<file path="config.mk">
export PLATFORM = sky130hd
export DESIGN_NAME = lc3b_muldiv
export DESIGN_NICKNAME = d
export VERILOG_FILES = /design/src/rtl/lc3b_muldiv_pkg.sv /design/src/rtl/lc3b_muldiv_step.sv /design/src/rtl/lc3b_muldiv.sv
export SDC_FILE = /design/constraint.sdc
export NUM_CORES = 1
export LEC_CHECK = 0
export BUFFER_PORTS_ARGS = -buffer_cell sky130_fd_sc_hd__buf_4
export CORE_UTILIZATION = 45
export DETAILED_ROUTE_END_ITERATION = 12
export GPL_TIMING_DRIVEN = 0
export PLACE_DENSITY = 0.69
export SLEW_MARGIN = 10
export SYNTH_ARGS = -nofsm -noshare
export SYNTH_HDL_FRONTEND = slang
export SYNTH_SLANG_ARGS = --single-unit
</file>
<file path="constraint.sdc">
create_clock -name clk -period 7.6 [get_ports clk]
set_clock_uncertainty 0.05 [all_clocks]
set_input_delay 0.38 -clock clk [delete_from_list [all_inputs] [get_ports clk]]
set_output_delay 0.38 -clock clk [all_outputs]
set_load 0.02 [all_outputs]
</file>
<file path="src/rtl/lc3b_muldiv_pkg.sv">
// Shared types for the LC-3b iterative multiply/divide unit.
package lc3b_muldiv_pkg;
    typedef enum bit {md_mult, md_div} lc3b_muldiv_op;
    typedef enum logic [1:0] {MD_IDLE, MD_CALC, MD_FIX} lc3b_muldiv_state;
endpackage

</file>
<file path="src/rtl/lc3b_muldiv_step.sv">
// One radix-2 iteration over the {acc, q} pair: shift-add multiply or
// restoring shift-subtract divide, on unsigned magnitudes.
module lc3b_muldiv_step #(
    parameter int WIDTH = 16
) (
    input  logic             is_div,
    input  logic [WIDTH-1:0] acc,
    input  logic [WIDTH-1:0] q,
    input  logic [WIDTH-1:0] d,
    output logic [WIDTH-1:0] acc_nxt,
    output logic [WIDTH-1:0] q_nxt
);
    logic [WIDTH:0] sum;
    logic [WIDTH:0] rem;
    logic           ge;

    always_comb begin
        sum     = {1'b0, acc} + (q[0] ? {1'b0, d} : '0);
        rem     = {acc, q[WIDTH-1]};
        ge      = rem >= {1'b0, d};
        acc_nxt = '0;
        q_nxt   = '0;
        if (is_div) begin
            // Trial subtract; keep the shifted partial remainder on borrow.
            acc_nxt = ge ? WIDTH'(rem - {1'b0, d}) : rem[WIDTH-1:0];
            q_nxt   = {q[WIDTH-2:0], ge};
        end else begin
            acc_nxt = sum[WIDTH:1];
            q_nxt   = {sum[0], q[WIDTH-1:1]};
        end
    end
endmodule

</file>
<file path="src/rtl/lc3b_muldiv.sv">
// Iterative signed/unsigned multiply/divide with start/busy/done handshake,
// divide-by-zero fast path and pipeline kill.
module lc3b_muldiv
    import lc3b_muldiv_pkg::*;
#(
    parameter int WIDTH = 16
) (
    input  logic             clk,
    input  logic             rst,
    input  logic             start,
    input  logic             op,
    input  logic             is_signed,
    input  logic [WIDTH-1:0] a,
    input  logic [WIDTH-1:0] b,
    input  logic             kill,
    output logic             busy,
    output logic             done,
    output logic [WIDTH-1:0] result_lo,
    output logic [WIDTH-1:0] result_hi,
    output logic             div_by_zero
);
    localparam int CW = (WIDTH > 1) ? $clog2(WIDTH) : 1;

    lc3b_muldiv_state state;
    lc3b_muldiv_op    op_r;
    logic [CW-1:0]    cnt;
    logic [WIDTH-1:0] acc, q, d;
    logic [WIDTH-1:0] acc_nxt, q_nxt;
    logic             sgn_a, sgn_b, dbz_r;

    logic [2*WIDTH-1:0] prod, prod_f;
    logic [WIDTH-1:0]   quot_f, rem_f;
    logic               neg;

    function automatic logic [WIDTH-1:0] mag(input logic [WIDTH-1:0] v, input logic s);
        return (s && v[WIDTH-1]) ? -v : v;
    endfunction

    lc3b_muldiv_step #(.WIDTH(WIDTH)) u_step (
        .is_div  (op_r == md_div),
        .acc     (acc),
        .q       (q),
        .d       (d),
        .acc_nxt (acc_nxt),
        .q_nxt   (q_nxt)
    );

    // Sign fixup; sgn_* are already zero in unsigned mode.
    always_comb begin
        neg    = sgn_a ^ sgn_b;
        prod   = {acc, q};
        prod_f = neg ? -prod : prod;
        quot_f = neg ? -q : q;
        rem_f  = sgn_a ? -acc : acc;
    end

    always_ff @(posedge clk or posedge rst) begin
        if (rst) begin
            state       <= MD_IDLE;
            op_r        <= md_mult;
            cnt         <= '0;
            acc         <= '0;
            q           <= '0;
            d           <= '0;
            sgn_a       <= 1'b0;
            sgn_b       <= 1'b0;
            dbz_r       <= 1'b0;
            busy        <= 1'b0;
            done        <= 1'b0;
            result_lo   <= '0;
            result_hi   <= '0;
            div_by_zero <= 1'b0;
        end else begin
            done <= 1'b0;
            case (state)
                MD_IDLE: if (start && !kill) begin
                    op_r  <= lc3b_muldiv_op'(op);
                    sgn_a <= is_signed & a[WIDTH-1];
                    sgn_b <= is_signed & b[WIDTH-1];
                    cnt   <= CW'(WIDTH - 1);
                    busy  <= 1'b1;
                    if (op && b == '0) begin
                        // Raw dividend and all-ones quotient go straight out in FIX.
                        dbz_r <= 1'b1;
                        acc   <= a;
                        q     <= '1;
                        state <= MD_FIX;
                    end else begin
                        dbz_r <= 1'b0;
                        acc   <= '0;
                        q     <= op ? mag(a, is_signed) : mag(b, is_signed);
                        d     <= op ? mag(b, is_signed) : mag(a, is_signed);
                        state <= MD_CALC;
                    end
                end
                MD_CALC: begin
                    if (kill) begin
                        busy  <= 1'b0;
                        state <= MD_IDLE;
                    end else begin
                        acc <= acc_nxt;
                        q   <= q_nxt;
                        cnt <= cnt - 1'b1;
                        if (cnt == '0) state <= MD_FIX;
                    end
                end
                MD_FIX: begin
                    busy  <= 1'b0;
                    state <= MD_IDLE;
                    if (!kill) begin
                        done        <= 1'b1;
                        div_by_zero <= dbz_r;
                        if (dbz_r) begin
                            result_lo <= q;
                            result_hi <= acc;
                        end else if (op_r == md_div) begin
                            result_lo <= quot_f;
                            result_hi <= rem_f;
                        end else begin
                            result_lo <= prod_f[WIDTH-1:0];
                            result_hi <= prod_f[2*WIDTH-1:WIDTH];
                        end
                    end
                end
                default: state <= MD_IDLE;
            endcase
        end
    end
endmodule

</file>
# Word-level counts from Yosys, hierarchy flattened
# Index checks and enable logic that the tools add are counted.
classes:
  add_sub_neg: 8
  order_cmp: 1
  eq_ne: 6
  muxes: 37
  n_bitwise: 5
  n_reduce_logical: 16
op_table:
  columns: ["op", "count"]
  rows:
  - ["2-to-1 mux 16 bit", 20]
  - ["negator 16 bit", 4]
  - ["one-hot mux 16 bit (2 select lines)", 2]
  - ["2-to-1 mux 32 bit", 1]
  - ["negator 32 bit", 1]
  - ["adder 16 x 16 -> 17 bit", 1]
  - [">= comparator 17 x 16 -> 1 bit", 1]
  - ["logical NOT 16 bit", 1]
  - ["subtractor 16 bit", 1]
  - ["AND reduction 3 bit", 3]
  - ["2-to-1 mux 2 bit", 4]
  - ["2-to-1 mux 4 bit", 2]
  - ["one-hot mux 4 bit (2 select lines)", 1]
  - ["inequality test 2 bit (second input constant)", 3]
  - ["AND reduction 2 bit", 3]
  - ["2-to-1 mux 1 bit", 5]
  - ["logical AND 1 bit", 4]
  - ["logical NOT 4 bit", 1]
  - ["one-hot mux 2 bit (2 select lines)", 1]
  - ["subtractor 4 x 1 -> 4 bit (second input constant)", 1]
  - ["inequality test 3 bit (second input constant)", 1]
  - ["one-hot mux 1 bit (3 select lines)", 1]
  - ["nonzero test 3 bit", 1]
  - ["bitwise AND 1 bit", 2]
  - ["other kinds (7)", 8]
totals:
  ff_bits: 93

# Logic depth before layout (Yosys ltp)
logic_depth:
  word_depth: 6
  mapped_depth: 12

# Hierarchy
# A second synthesis with hierarchy kept.
unflattened:
  hier_cells: 1013
  area_unflattened_um2: 8194.1
by_module_without_submodules:
  columns: ["module", "n_inst", "cells_each", "area_each_um2", "seq_area_each_um2"]
  rows:
  - ["lc3b_muldiv", 1, 673, 5768.0, 2327.2]
  - ["lc3b_muldiv_step", 1, 340, 2426.1, 0.0]

# Worst setup path after synthesis
# Ideal clock, no wire load.
synth_path:
  kind: "reg2reg"
  from: "register d[0]"
  to: "register acc[15]"
  arrival_time_ps: 2827
  t_required_ps: 7417
  setup_slack_ps: 4590
  stages_incl_launch_ff: 12
  synth_period_minus_slack_ps: 3010
  path_cell_list: "dfrtp_1 -> and2_1 -> ha_1 -> fa_1 -> a211oi_2 -> o21bai_1 -> a31o_1 -> a221o_1 -> and2_4 -> or4_1 -> a211oi_2 -> o41ai_2"
synth_via:
  elab_chain_len: 5
  elab_cells_between_ends: 8
synth_lines:
  columns: ["element", "line_no", "rtl"]
  rows:
  - ["from (decl)", "lc3b_muldiv.sv:27", "logic [WIDTH-1:0] acc, q, d;"]
  - ["from (signal assigned)", "lc3b_muldiv.sv:92", "d <= op ? mag(b, is_signed) : mag(a, is_signed);"]
  - ["2-to-1 mux 16 bit, or another cell as far along", "lc3b_muldiv_step.sv:18", "sum = {1'b0, acc} + (q[0] ? {1'b0, d} : '0);"]
  - ["adder 16 x 16 -> 17 bit / 2-to-1 mux 16 bit (equally long branches)", "lc3b_muldiv_step.sv:18, lc3b_muldiv_step.sv:25", null]
  - ["2-to-1 mux 16 bit (*)", "lc3b_muldiv_step.sv:23", "if (is_div) begin"]
  - ["2-to-1 mux 16 bit (*)", "lc3b_muldiv.sv:97", "if (kill) begin"]
  - ["one-hot mux 16 bit (2 select lines) (*)", "lc3b_muldiv.sv:75", "case (state)"]
  - ["to (signal assigned)", "lc3b_muldiv.sv:101", "acc <= acc_nxt;"]
  - ["to (decl)", "lc3b_muldiv.sv:27", null]
# Every way passes the cells marked *; elsewhere a longest branch is shown, timed or not. The select of a mux whose other input is x is not followed.
# A chain may end at the register's enable or synchronous reset.

# Final worst setup path
layout_path:
  from: "register q[0]"
  to: "register acc[15]"
layout_via:
  elab_chain_len: 5
layout_lines:
  columns: ["element", "line_no", "rtl"]
  rows:
  - ["from (decl)", "lc3b_muldiv.sv:27", null]
  - ["from (signal assigned)", "lc3b_muldiv.sv:91", "q <= op ? mag(a, is_signed) : mag(b, is_signed);"]
  - ["from (signal assigned)", "lc3b_muldiv.sv:102", "q <= q_nxt;"]
  - ["2-to-1 mux 16 bit", "lc3b_muldiv_step.sv:18", null]
  - ["adder 16 x 16 -> 17 bit", "lc3b_muldiv_step.sv:18", null]
  - ["2-to-1 mux 16 bit", "lc3b_muldiv_step.sv:23", null]
  - ["2-to-1 mux 16 bit", "lc3b_muldiv.sv:97", null]
  - ["one-hot mux 16 bit (2 select lines)", "lc3b_muldiv.sv:75", null]
# No other way between the ends. The select of a mux whose other input is x is not followed.

==> results.sh <==
export IMPL_outcome="finished clean"
export IMPL_multi_input_area_mm2=0.00502
export IMPL_post_dp_hpwl_um=19500
export IMPL_maxCapViolations=0
export IMPL_synthMuxAreaShare_pct=2.61
export IMPL_worstSkewPairLatency_ps=370
export IMPL_synth_simple_area_share_pct=19.4
export IMPL_rsz0062_at_grt="false"
export IMPL_wl_met2_um=11300
export IMPL_slew_headroom_pct=47.6
export IMPL_ys_warn_count=0
export IMPL_cellPowerDensity_mw_per_mm2=442
export IMPL_crit_buf_inv=2
export IMPL_die_area_mm2=0.0178
export IMPL_crit_required_ps=7790
export IMPL_htree_levels=3
export IMPL_fin_util_pct=53.5
export IMPL_fill_cells=1660
export IMPL_timing_rr_end="acc[15]"
export IMPL_leakage_nw=4.09
export IMPL_ys_seq_area_share_pct=29.9
export IMPL_grt_pass1_vias=7308
export IMPL_layout_area_seq_mm2=0.00233
export IMPL_slew_violations=0
export IMPL_synth_compound_area_share_pct=26.7
export IMPL_synthArstFlopShare_pct=100
export IMPL_remaining_drc_errors=0
export IMPL_drtIter0Drc=1010
export IMPL_antenna_cells=0
export IMPL_fmaxAchievable_mhz=276
export IMPL_yosysUniqueCellTypes=77
export IMPL_dieHeight_um=133
export IMPL_ir_drop_mv=0.199
export IMPL_hold_end="acc[10]"
export IMPL_grt_pass1_wl_um=39700
export IMPL_cts_sinks=93
export IMPL_clkPwrFrac_pct=12.4
export IMPL_clk_pin_slew_ps=80
export IMPL_wl_per_cell_um=19.3
export IMPL_critical_path_arrival_ps=3820
export IMPL_synthAdderAreaFrac_pct=6.95
export IMPL_crit_slowest_cell="clkbuf_1"
export IMPL_min_delay_start="a[10]"
export IMPL_firstDrtPassIters=5
export IMPL_met1_length_um=10900
export IMPL_synth_xor_area_share_pct=8.90
export IMPL_area_delta_synth_final_pct=14.8
export IMPL_coreArea_mm2=0.0167
export IMPL_dr_total_vias=7868
export IMPL_syn_area_per_cell_um2=7.81
export IMPL_pwr_share_comb_pct=63.8
export IMPL_drive_gt1_share_pct=10.5
export IMPL_die_width_um=133
export IMPL_synth_seq_cells=93
export IMPL_hold_viol=0
export IMPL_reg2regPathDepth=12
export IMPL_switching_share_pct=50.6
export IMPL_cpPeakStageDelay_ps=560
export IMPL_hold_class="in2reg"
export IMPL_internal_power_mw=1.95
export IMPL_io_buffers=71
export IMPL_placed_area_mm2=0.00861
export IMPL_grt_overflow=0
export IMPL_fin_crit_ps=3630
export IMPL_synth_edff_count=0
export IMPL_setup_viol=0
export IMPL_grt_max_degree=61
export IMPL_synth_area_mm2=0.00778
export IMPL_track_usage_pct=29.0
export IMPL_via_per_inst=6.03
export IMPL_synth_cells=996
export IMPL_worst_slew_pin_slew_ps=783
export IMPL_initial_core_util_pct=46.6
export IMPL_cts_tree="done"
export IMPL_end_kind="register"
export IMPL_synthFlopType="dfrtp_1"
export IMPL_wl_met3_um=2160
export IMPL_worstSetupPathType="reg2reg"
export IMPL_grt_antenna_before_repair=0
export IMPL_fin_tns_setup_ps=0
export IMPL_min_path_cells=3
export IMPL_cp_max_fo=10
export IMPL_synth_top_family_by_area="compound AO/OA/AOI/OAI gates"
export IMPL_io_pins=73
export IMPL_cts_buffer_depth=2
export IMPL_ant_nets=0
export IMPL_numCtsBuffers=9
export IMPL_syn_num_nets=1076
export IMPL_routabilityCongestion=0.962
export IMPL_period_share_pct=47.8
export IMPL_p_sw_mw=2.00
export IMPL_topRoutingLayerUsed="met4"
export IMPL_reg2reg_from="q[0]"
export IMPL_path_depth=12
export IMPL_rows=47
export IMPL_fin_area_mm2=0.00893
export IMPL_ff2ff_setup_slack_ps=3970
export IMPL_pwr_share_seq_pct=23.8
export IMPL_crit_family="compound AO/OA/AOI/OAI gates"
export IMPL_start_kind="register"
export IMPL_clockRootBuffer="clkbuf_16"
export IMPL_nets=1160
export IMPL_final_common_cell="nand2_1"
export IMPL_crit_chain="clkinv_1 -> clkbuf_1 -> nor2_1 -> ha_1 -> a21oi_1 -> nand2_1 -> a21o_1 -> a221o_1 -> and2_4 -> or4_1 -> a211oi_2 -> o41ai_2"
export IMPL_final_cell_mix="107 x nand2_1, 104 x a21oi_1, 102 x o21ai_0"
export IMPL_postRouteWirelength_um=25200
==> metrics by stage <==
step           std cells  setup WS, ps  power [mW]  hold WS, ps
6_report            1305          3970        3.95          288
2_1_floorplan        996          4590        2.68          400
4_1_cts             1305          4060        3.91          281
5_1_grt             1305          3810        4.25          282
3_3_place_gp        1287          3530        3.38          413
3_5_place_dp        1288          4080        3.42          374
==> kinds of logic (layout without fill, tap and decap cells) <==
family / Yosys count / in the layout
compound gates: 338 / 338
xor+xnor: 79 / 79
fa+ha+maj: 42 / 42
buf+inv: 109 / 198
flops: 93 / 93
mux: 20 / 20
simple gates: 315 / 315
==> cells in the mapped netlist (3+ instances only) <==
library cell	count	share of area [%]
nand2_1	107	5.2
a21oi_1	104	6.7
o21ai_0	102	6.6
nor2_1	98	4.7
dfrtp_1	93	30
inv_1	52	2.5
xnor2_1	49	5.5
clkbuf_1	48	2.3
ha_1	40	6.4
xor2_1	30	3.4
a21o_1	26	2.5
nor3_1	21	1.4
mux2i_1	18	2.3
nand3_1	17	1.1
a221oi_1	15	1.7
a31oi_1	12	0.97
and3_1	11	0.89
o31ai_1	9	0.87
nor4_1	8	0.64
a311oi_1	7	0.79
nand2b_1	7	0.56
o22ai_1	7	0.56
or3_1	7	0.56
a211oi_1	6	0.58
a22oi_1	5	0.48
nor2b_1	5	0.40
o21bai_1	5	0.48
or4_1	5	0.48
nor3b_1	4	0.39
a2111oi_0	3	0.34
a31o_2	3	0.34
and2_1	3	0.24
buf_1	3	0.14
nand4_1	3	0.24
o211ai_1	3	0.29
o21a_1	3	0.29
o21ai_1	3	0.19
o221ai_1	3	0.34
o41ai_1	3	0.34
==> sequential cells by signal (all words and copies together) (netlist names) <==
name	count
sgn_b	1
sgn_a	1
result_lo	16
q	16
div_by_zero	1
dbz_r	1
result_hi	16
state	2
done	1
busy	1
cnt	4
acc	16
d	16
op_r	1
==> cell type report <==
cell class	count	area share [%]
Multi-Input combinational cell	794	56.3
Sequential cell	93	26.1
Timing Repair Buffer	73	6.39
Tap cell	220	3.08
Clock buffer	10	2.56
Buffer	56	2.52
Inverter	53	2.26
Clock inverter	6	0.855
==> worst reg2reg max path: stages (launching register included) <==
cell,delay (ps)
dfrtp_1,420
clkinv_1,230
clkbuf_1,560
nor2_1,120
ha_1,370
a21oi_1,180
nand2_1,100
a21o_1,180
a221o_1,380
and2_4,180
or4_1,410
a211oi_2,230
o41ai_2,100
==> timing repair <==
item,4_1_cts,5_1_grt
buffers inserted,0,0
resized for setup,0,0
hold endpoints to repair,33,0
hold buffers,1,0
==> power by group through the flow <==
stage               clock [mW]  sequential, mW  combinational [mW]
floorplan                    0           0.962                1.72
detailed placement           0           0.943                2.47
global placement             0           0.935                2.44
global route             0.517           0.963                2.77
finish                   0.491           0.938                2.52
CTS                      0.490           0.932                2.49
==> worst max path at each step <==
stage | start | to | slack (ps)
after global placement | rst | acc[13] | 3530
final | q[0] | acc[15] | 3970
after floorplan | d[0] | acc[15] | 4590
after detailed placement | q[0] | acc[15] | 4080
after global routing | q[15] | acc[14] | 3810
after CTS | q[0] | acc[15] | 4060
==> routing by layer <==
layer / track usage, % / vias to the layer above
li1: - / 3730
met1: 39.6 / 3698
met4: 10.2 / 0
met3: 4.68 / 70
met2: 46.6 / 370
met5: 0 / -
Note: power is estimated with default switching activity, not from simulation.
